===== src/rtl/stall_ctrl.sv =====
// Hazard/stall controller for the 5-stage pipeline: Tuse/Tnew RAW detection,
// multiply/divide occupancy countdown and a stalled-cycle performance counter.
module stall_ctrl #(
    parameter int MULT_CYCLES = 5,
    parameter int DIV_CYCLES  = 10
) (
    input  logic        clk,
    input  logic        reset,
    input  logic [4:0]  D_rs,
    input  logic [4:0]  D_rt,
    input  logic [1:0]  D_rs_tuse,
    input  logic [1:0]  D_rt_tuse,
    input  logic        D_is_md,
    input  logic [4:0]  E_wa,
    input  logic [1:0]  E_tnew,
    input  logic [4:0]  M_wa,
    input  logic [1:0]  M_tnew,
    input  logic        E_md_start,
    input  logic        E_md_div,
    output logic        stall,
    output logic        pc_en,
    output logic        d_pause,
    output logic        e_flush,
    output logic        md_busy,
    output logic [31:0] stall_cnt
);

    localparam logic [3:0] MULT_LOAD = 4'(MULT_CYCLES);
    localparam logic [3:0] DIV_LOAD  = 4'(DIV_CYCLES);

    logic [3:0] md_cnt;
    logic       rs_hz;
    logic       rt_hz;
    logic       md_hz;

    // A producer blocks D only when its result arrives later than D needs it.
    always_comb begin
        rs_hz = (D_rs != 5'd0) &&
                (((D_rs == E_wa) && (E_tnew > D_rs_tuse)) ||
                 ((D_rs == M_wa) && (M_tnew > D_rs_tuse)));
        rt_hz = (D_rt != 5'd0) &&
                (((D_rt == E_wa) && (E_tnew > D_rt_tuse)) ||
                 ((D_rt == M_wa) && (M_tnew > D_rt_tuse)));
        md_hz = D_is_md && (md_busy || E_md_start);
    end

    assign md_busy = (md_cnt != 4'd0);
    assign stall   = rs_hz || rt_hz || md_hz;
    assign pc_en   = ~stall;
    assign d_pause = stall;
    assign e_flush = stall;

    always_ff @(posedge clk) begin
        if (reset) begin
            md_cnt <= 4'd0;
        end else if (E_md_start) begin
            md_cnt <= E_md_div ? DIV_LOAD : MULT_LOAD;
        end else if (md_cnt != 4'd0) begin
            md_cnt <= md_cnt - 4'd1;
        end
    end

    always_ff @(posedge clk) begin
        if (reset) begin
            stall_cnt <= 32'd0;
        end else if (stall) begin
            stall_cnt <= stall_cnt + 32'd1;
        end
    end

endmodule


===== config.mk =====
export PLATFORM = sky130hd
export DESIGN_NAME = stall_ctrl
export DESIGN_NICKNAME = d
export VERILOG_FILES = /design/src/rtl/stall_ctrl.sv
export SDC_FILE = /design/constraint.sdc
export NUM_CORES = 1
export LEC_CHECK = 0
export CAP_MARGIN = 20
export CORE_MARGIN = 10
export CORE_UTILIZATION = 35
export CTS_CLUSTER_SIZE = 14
export DETAILED_ROUTE_END_ITERATION = 10
export DONT_BUFFER_PORTS = 1
export PLACE_DENSITY_LB_ADDON = 0.25
export SLEW_MARGIN = 20
export SYNTH_ARGS = -nofsm -noshare
export SYNTH_HDL_FRONTEND = slang
export SYNTH_SLANG_ARGS = --single-unit

===== constraint.sdc =====
create_clock -name clk -period 3.4 [get_ports clk]
set_input_delay 0.51 -clock clk [delete_from_list [all_inputs] [get_ports clk]]
set_output_delay 0.51 -clock clk [all_outputs]
set_load 0.005 [all_outputs]

* Word-level counts from Yosys, hierarchy flattened
Cells that the tools add are included.
Word-level totals: register bits after elaboration 36, bits of input ports 33, output and inout bits 37, word-level logic and storage cells 32
Cells by class: $add $sub $neg 2, magnitude comparators 4, eq/ne operators 4, mux-type cells 3, bitwise logic cells 1, reductions and logical operators 16
Operator list (count):
- 32-bit by 1-bit adder with 32-bit output, second input constant | 1
- 5-bit == test | 4
- 4-bit 2-to-1 mux | 3
- 5-bit nonzero test | 2
- 2-bit greater-than comparator | 4
- 1-bit logical AND | 7
- 1-bit logical OR | 5
- 4-bit nonzero test | 1
- 4-bit by 1-bit subtractor with 4-bit output, second input constant | 1
- 2-bit nonzero test | 1
- 1-bit inverter | 1

* Depth between registers and ports, before layout
Gate-level depths: netlist of run 1.
depth after elaboration 7, mapped depth 11, depth with buffers taken out 10

* Worst setup path before layout of run 1
No wires, ideal clock.
kind input -> output, from in D_rt_tuse[1], to out e_flush, arrival time 2.042 ns, data required time 2.890 ns, path slack 0.848 ns, stages on the path 10, path buffers 2, path through inv_1 ha_1 nor2b_1 o2111ai_1 o22ai_1 o21a_1 nor3_2 buf_6 inv_2 buf_4
Between the ends: word-level cells in the longest chain between the ends 6, elaborated cells on any way between the ends 8, those cells by class order compare: 2; reduce/logical: 6
Ends and longest elaborated chain:
- start, declared | line 12 | input logic [1:0] D_rt_tuse,
- 2-bit greater-than comparator, on equally long branches | line 42, 43
- 1-bit logical AND, on equally long branches | line 42, 43
- 1-bit logical OR * | line 42 | (((D_rt == E_wa) && (E_tnew > D_rt_tuse)) ||
- 1-bit logical AND * | line 41 | rt_hz = (D_rt != 5'd0) &&
- 1-bit logical OR * (2 in series) | line 48 | assign stall = rs_hz || rt_hz || md_hz;
- end, declared | line 23 | output logic e_flush,
Mark *: on every way between the ends. The rest lies on a longest branch, timed or not.

* Final worst setup path of run 1
from in D_rt_tuse[1], to out d_pause
Between the ends: word-level cells in the longest chain between the ends 6, elaborated cells on any way between the ends 8, those cells by class order compare: 2; reduce/logical: 6
Ends and longest elaborated chain:
- 2-bit greater-than comparator, on equally long branches | line 42, 43
- 1-bit logical AND, on equally long branches | line 42, 43
- 1-bit logical OR * | line 42
- 1-bit logical AND * | line 41
- 1-bit logical OR * (2 in series) | line 48
- end, declared | line 22 | output logic d_pause,
Marked as above.

==> results.txt, run 1 <==
Count of buffers from port buffering: 0. The number of hold-slack violations in the final timing report is 0. The fraction of layout instances using a drive strength above 1 was 9.220%. The run gives 6.289 ps as the worst clock skew.

The initial antenna violation count was 0. The share of the Yosys chip area taken by registers is 30.13%. The endpoint type of the worst setup path was a primary output. Sequential cells account for 46.9% of the total power. The proportion of synthesized flip-flops having asynchronous set or reset works out to 0%. The clock drives 36 sinks. Relative to the synthesized area, the layout overhead comes to 6.799%. The synthesized flop and latch total was 36; the cell leakage power was 0.8221 nW. The tools report the number of max-slew violations in the final report as 0. In the final timing run, aggregate negative setup slack is 0 ps. Setup violations remaining at the end of the flow were counted as 0.

After filler insertion, the fill cell instance count of the layout stands at 686. The number of buffers added for setup after CTS was 0; the internal power component was 0.0007054 W. In the routed layout, each cell is associated on average with a via count of 5.602. Clock-pin slew on the worst setup and hold paths: 80 ps.

Each instance of the synthesized netlist takes up on average 8.544 sq um. The nature of the critical path startpoint was a primary input. The first global-routing pass estimated 9880 microns of wire. When the netlist entered floorplanning its net count stood at 324. The type of the worst setup path was in -> out. Setup repair after global routing left no endpoint under its margin.

The core box area was 6719 sq um; the first-pass iteration count of the detailed router was 4. The sequential cells in the finished layout cover a total of 720.7 sq um. The congestion estimate from routability-driven global placement came to 0.7840.

Power per cell area: 373.3 nW/um^2. The number of clock buffers added by TritonCTS is 5. The run gives 280 as the instance count of the mapped netlist.

For this run, the number of Yosys warnings is 0. For this run, the top clock speed supported by timing is 368.1 MHz. The cell with the largest stage delay on the worst path is nor3_2.

The delay contributed by the slowest stage of the critical path is 430 ps. Per report_power, the combinational group accounts for 13.5% of the total. Final routed wire length divided by cell count: 17.08 microns. In this run the horizontal extent of the chip is 102.7 microns.

Number of inserted diodes: 0. Entering global routing, the biggest net connects 42 pins. At the worst endpoint, the arrival time is 2210 ps. The run gives 2 as the buffer levels on the longest clock path. Once the floorplan was initialized, standard cells occupied 35.61% of the core.

The final layout contains 325 nets. The switching share of total power was 26.05%. The total number of vias is 2028. The overall overflow remaining after global route was 0; the maximum resistive drop on vdd was 143.9 uV. For the worst setup path, the data required time is 2890 ps.

For the finished layout, the period the worst path requires is 2717 ps. Global routing used 11.69% of the available tracks across all layers. The largest fanout of any net on the critical path was 8; the worst-case headroom to the max-slew limit was 49.63%. The run gives 4922 microns as the half-perimeter wire length after placement.

Number of placed I/O pins: 70. Commonest non-fill, non-tap cell in the layout: dfxtp_1. The via count of the first global-routing pass is 2026, and the area used by multi-input combinational logic is 1536 sq um. CTS placed an instance of clkbuf_8 at the clock tree root. Clock latency on the worst-skew pair, taken at its later pin, is 280 ps.

The run gives 0 as the number of gates resized after CTS. Together, buffers and inverters on the worst path number 3. The H-tree was split into 2 levels.

The mapped netlist covers 2392 sq um. Of the total power, the clock network draws 39.6%. Across the run, the number of max-cap violations was 0.

The flow ran to the end, and the final reports show no timing, DRC or antenna violations. The family of cells with the greatest summed delay on the critical path is simple AND/OR/NAND/NOR gates. Predominant post-synthesis flop cell: dfxtp_1.

On the final layout, the worst hold slack is 283.5 ps. The floorplan step defined a die boundary enclosing 10540 sq um. The path class of the tightest hold or removal check is in -> reg. The post-detailed-route count of antenna-violating nets came out at 0. The analysis attributes to net switching a power of 0.0002485 W.

The distinct cell type count of the synthesized netlist is 56. The first routing iteration left 57 violations. The fraction of the cycle the final worst path needs works out to 79.90%. TritonCTS built the clock tree. Wires add up to 6184 microns. In the routed design, unresolved DRC markers number 0.

The height of the die is 102.7 microns. The run gives 30 as the number of rows in the core area. The synthesized design contains 0 enable-type register cells.

The pin slew with the least headroom to its limit is 747.6 ps. The library cells used most frequently in the layout, excluding fill and tap cells, are 36 x dfxtp_1, 27 x a21oi_1, 23 x nor2_1. The number of hold buffers added after CTS was 0. Traced cell by cell, the critical path runs through inv_1, ha_1, nor2b_1, o2111ai_1, o22ai_1, o21a_1, nor3_2, inv_2, buf_4.
[per-stage QoR]
| step | total power (W) | cell area (sq um) | utilization [%] | cells | setup WS, ps |
|---|---|---|---|---|---|
| after floorplan | 0.0005728 | 2392 | - | 280 | 847.9 |
| after global placement | 0.0005867 | 2444 | 36.37 | 354 | 711.4 |
| after detailed placement | 0.0005878 | 2444 | 36.37 | 354 | 695.8 |
| after CTS | 0.0009658 | 2555 | 38.03 | 362 | 686.3 |
| after global routing | 0.001004 | 2555 | 38.03 | 362 | 484.7 |
| final | 0.0009538 | 2555 | 38.03 | 362 | 683.2 |
[registers in the layout, indices dropped and copies added (netlist names)]
name and cells:
md_cnt 4, stall_cnt 32
[cell families after synthesis]
family	count (synthesis)	synth area share, %
adders and majority gates	11	5.753
xor gates and xnor gates	28	10.25
buffers and inverters	26	5.649
DFF	36	30.13
AOI/OAI and AO/OA	68	19.30
and+or+nand+nor	106	26.62
muxes	5	2.301
[cell usage after synthesis, drive strengths merged, types with 4 or more instances]
| cell type | n | area [sq um] |
|---|---|---|
| dfxtp | 36 | 720.7 |
| a21oi | 27 | 135.1 |
| nor2 | 24 | 97.59 |
| xnor2 | 21 | 183.9 |
| inv | 17 | 63.81 |
| nand2 | 16 | 60.06 |
| nand3 | 15 | 92.59 |
| ha | 11 | 137.6 |
| nand4 | 11 | 68.82 |
| o21ai | 11 | 55.05 |
| and3 | 7 | 43.79 |
| or3 | 7 | 43.79 |
| xor2 | 7 | 61.31 |
| buf | 5 | 36.28 |
| nor2b | 5 | 31.28 |
| o41ai | 5 | 43.79 |
| a31o | 4 | 35.03 |
| a31oi | 4 | 46.29 |
| clkbuf | 4 | 35.04 |
| mux2 | 4 | 45.04 |
| o31ai | 4 | 30.03 |
[worst paths after layout]
kind                               startpoint            end  slack, ps  depth (start not counted)
worst max register to register      md_cnt[0]  stall_cnt[31]       1020                          7
worst min register to register  stall_cnt[29]  stall_cnt[29]        510                          2
worst min-delay path                    reset  stall_cnt[19]        280                          1
worst max-delay path             D_rt_tuse[1]        d_pause        680                          9
[power by group through the flow]
stage | clock network [W] | logic, W | registers (W)
2_1_floorplan | 0 | 0.000121 | 0.000451
3_3_place_gp | 0 | 0.000129 | 0.000457
3_5_place_dp | 0 | 0.000131 | 0.000457
4_1_cts | 0.000387 | 0.000132 | 0.000447
5_1_grt | 0.000405 | 0.000149 | 0.000449
6_report | 0.000377 | 0.000129 | 0.000447
[metal layers]
layer  global-route usage (%)  part of all wire, %  vias to the layer above
met4                    2.278                 0.82                        0
met3                    5.362                   11                        4
met2                    19.73                   47                       59
met1                    13.27                   41                      940
met5                        0                    0                        -
li1                         -                    -                     1025
[final cells by class]
cell class / instances / area share (%)
clock buffer: 5 / 2.693
inverter: 17 / 2.498
multi-input combinational: 218 / 60.14
tap: 80 / 3.918
sequential: 36 / 28.21
timing repair buffer: 3 / 0.8815
clock inverter: 3 / 1.665
Power figures use the tool's default switching activity.
==> run 2, diff against run 1 <==
==> constraint.sdc (replaced) <==
create_clock -name clk -period 2.5 [get_ports clk]
set_input_delay 0.375 -clock clk [delete_from_list [all_inputs] [get_ports clk]]
set_output_delay 0.375 -clock clk [all_outputs]
set_load 0.005 [all_outputs]
==> run 2 against run 1 <==
  * Design area increased by 4.0%
  * Sequential power up 33%
  * Global-route usage is 0.87 points higher
  * Register-to-register slack worse by 570 ps
  * Highest routed layer unchanged
==> results.txt, run 2 (synthesis results as in run 1) <==
The fraction of layout instances using a drive strength above 1 is 14.09%, and the total length of routed met2 wires is 3030 microns. Count of cells along the worst register-to-register path: 9. In this run the critical register-to-register path is captured at stall_cnt[12]. Routed signal wires occupy layers up through met4.

The later pin in the worst-skew pair is clocked with a latency of 290 ps. The worst register-to-register path has a setup slack of 450 ps. The initial core utilization was 35.61%; the filler cell count in the final layout was 710. Entering global routing, the biggest net connects 42 pins. The half-perimeter wire length after placement came out at 5035 microns. Counting tap cells, the placed design contains a total of 368 instances. Hold is met by 141.6 ps. The core box area is 6719 sq um. The run gives 0 as the post-detailed-route count of antenna-violating nets. The die is 102.7 microns wide. For this design the ratio of total power to cell area is 464.0 nW/um^2. The number of hold-slack violations in the final timing report is 0. Input and output buffers added on the ports amount to 0. Setup violations remaining at the end of the flow were counted as 0.

The largest registers in the layout are stall_cnt x32, md_cnt x4. For the number of clock sinks seen by CTS, the log shows 36. The tools report the root buffer cell as clkbuf_8. Cell internal power was estimated by the tool at 0.0008842 W. The worst-case headroom to the max-slew limit was 70.29%; the delay contributed by the slowest stage of the critical path was 320 ps. Setup repair after global routing left no endpoint under its margin.

The tools report the routability-driven placement congestion ratio as 0.8048. The min-delay analysis places its worst path in the category in -> reg. For the initial antenna violation count, the log shows 0. The count of non-filler cells in the finished layout is 378, and the height of the die is 102.7 microns.

The portion of total power attributed to sequential cells is 48.3%. In this run the most critical hold path is launched from reset. The floorplan has 30 rows. The switching share of total power is 28.30%.

In the global route stage, overall resource usage came out at 12.56%. Summing all multi-input logic gate instances after layout gives 1543 sq um. For the initial detailed-routing violation count, the log shows 75.

The finished cells cover 2658 sq um. Tracing the worst setup path back leads to its startpoint at D_rs_tuse[1]. The fraction of the cycle the final worst path needs was 91.46%. Among all stages on the critical path, the largest delay is contributed by nor3_4. Leaving out fill and tap cells, the most frequent cells in the layout are 36 x dfxtp_1, 27 x a21oi_1, 23 x nor2_1. The critical path crosses 8 cells after its start point. The register with the most flip-flops in the layout has 32 of them. After the last flow step, the layout net total stands at 341. Data on the critical path arrives at its endpoint at 1910 ps. Type of the worst setup path: in -> out. The required time at the worst-slack endpoint was 2120 ps; the area taken by flip-flops and latches was 720.7 sq um. Detailed routing inserted a total of 2086 vias. The tools report the endpoint of the most critical setup path as d_pause.

For the remaining design rule violation count, the log shows 0. In this run the power spent charging and discharging nets is 0.0003490 W. For this run the aggregate overflow at the end of global routing stands at 0. The family of cells with the greatest summed delay on the critical path was compound AO/OA/AOI/OAI gates. After detailed placement, the total cell area comes to 2549 sq um.

The run finished with clean final reports. The combined buffer and inverter count along the critical path is 3. stall_cnt holds more flip-flops than any other register. The final routed wire length divided by cell count was 16.94 microns.

The endpoint type of the worst setup path is a primary output. The tools report the number of max-slew violations in the final report as 0. For this design the top-level I/O count stands at 70.

The logs give 0 for the number of inserted diodes and 2085 for the via count of the first global-routing pass. The logs give 2 for the number of levels the H-tree was split into and 4 for the first-pass iteration count of the detailed router. Signed area change from the synthesized netlist to the final layout: 11.09%. Walking the worst path, the cells encountered are inv_1, ha_1, a21oi_1, nor4_4, o22a_2, nor3_4, inv_2, buf_4. TritonCTS built the clock tree.

Wire segments on met3 add up to 684 microns in the final route. The overall power of the completed layout is 0.001233 W, and the clock-pin slew on the worst setup and hold paths is 80 ps. In this run the static leakage power is 0.8996 nW. The worst clock skew was 10.97 ps. The tools report the wire length the detailed router placed on met1 as 2608 microns. Per report_power, the combinational group accounts for 18.1% of the total. The pin slew with the least headroom to its limit was 442.6 ps; the maximum resistive drop on vdd was 133.9 uV. Based on the critical path, the design can be clocked at up to 437.3 MHz. After detailed routing, the number of vias per cell comes to 5.519.

Of the total power, the clock network draws 33.6%. For the buffer levels on the longest clock path, the log shows 2. The startpoint of the worst-slack reg-to-reg timing path was md_cnt[0]. The first global-routing pass estimated 10590 microns of wire.

The run gives 0 as the number of maximum-capacitance constraint violations. The commonest non-fill, non-tap cell in the layout is dfxtp_1. STA classifies the critical path startpoint as a primary input. The run gives 6403 microns as the aggregate routed wire length.

For the finished layout, the period the worst path requires is 2287 ps. Clock tree synthesis inserted a total of 5 buffers. The floorplan step defined a die boundary enclosing 10540 sq um. Along the worst path, the maximum fanout reaches 5.
[run 2: cell count changes in the layout (fill, tap and decap cells not counted)]
cell / before / now
buf_4: 3 / 19
bufinv_16: 1 / 0
clkinv_2: 1 / 2
clkinv_4: 0 / 1
clkinvlp_4: 1 / 0
nor3_2: 1 / 0
nor3_4: 0 / 1
[run 2: how the worst min path moves through the flow]
stage	endpoint	cells past startpoint
2_1_floorplan	stall_cnt[13]	2
3_3_place_gp	stall_cnt[18]	1
3_5_place_dp	stall_cnt[18]	1
4_1_cts	stall_cnt[24]	1
5_1_grt	stall_cnt[24]	1
6_report	stall_cnt[24]	1
[run 2: through the flow]
| step | setup TNS (ps) | setup WS [ps] | utilization, % |
|---|---|---|---|
| 4_1_cts | 0 | 201.8 | 39.55 |
| 5_1_grt | 0 | 73.95 | 39.55 |
| 2_1_floorplan | 0 | 217.9 | - |
| 3_5_place_dp | -3528 | -400.7 | 37.93 |
| 6_report | 0 | 213.4 | 39.55 |
| 3_3_place_gp | -2583 | -350.8 | 37.93 |
[run 2: worst register-to-register path, delay by kind of cell, from the launching register on]
kind	cells	cell delay, ps
compound gates	3	450
buf+inv	3	430
simple gates	2	530
fa+ha+maj	1	210
flops	1	370
[run 2: cell type report]
type / count / share of cell area [%]
timing repair buffer: 19 / 5.367
tap: 80 / 3.766
inverter: 17 / 2.401
clock buffer: 5 / 2.589
clock inverter: 3 / 0.7062
sequential: 36 / 27.12
multi-input combinational: 218 / 58.05
[run 2: routing by layer]
metal  track usage [%]  vias up
met5                 0        -
met4             3.579        0
met3             5.563        8
met2             20.71       53
met1             14.35      965
li1                  -     1060
[run 2: timing repair]
action	4_1_cts	5_1_grt
resized for setup	1	0
setup endpoints to repair	4	0
buffers inserted	2	0
hold buffers	0	0
hold endpoints to repair	0	0
[run 2: power by group through the flow]
stage / combinational [W] / sequential, W / clock (W)
after global routing: 0.000255 / 0.000597 / 0.000459
after global placement: 0.000214 / 0.000609 / 0
after floorplan: 0.000165 / 0.000614 / 0
after CTS: 0.000226 / 0.000595 / 0.000427
final: 0.000223 / 0.000595 / 0.000415
after detailed placement: 0.000216 / 0.000608 / 0
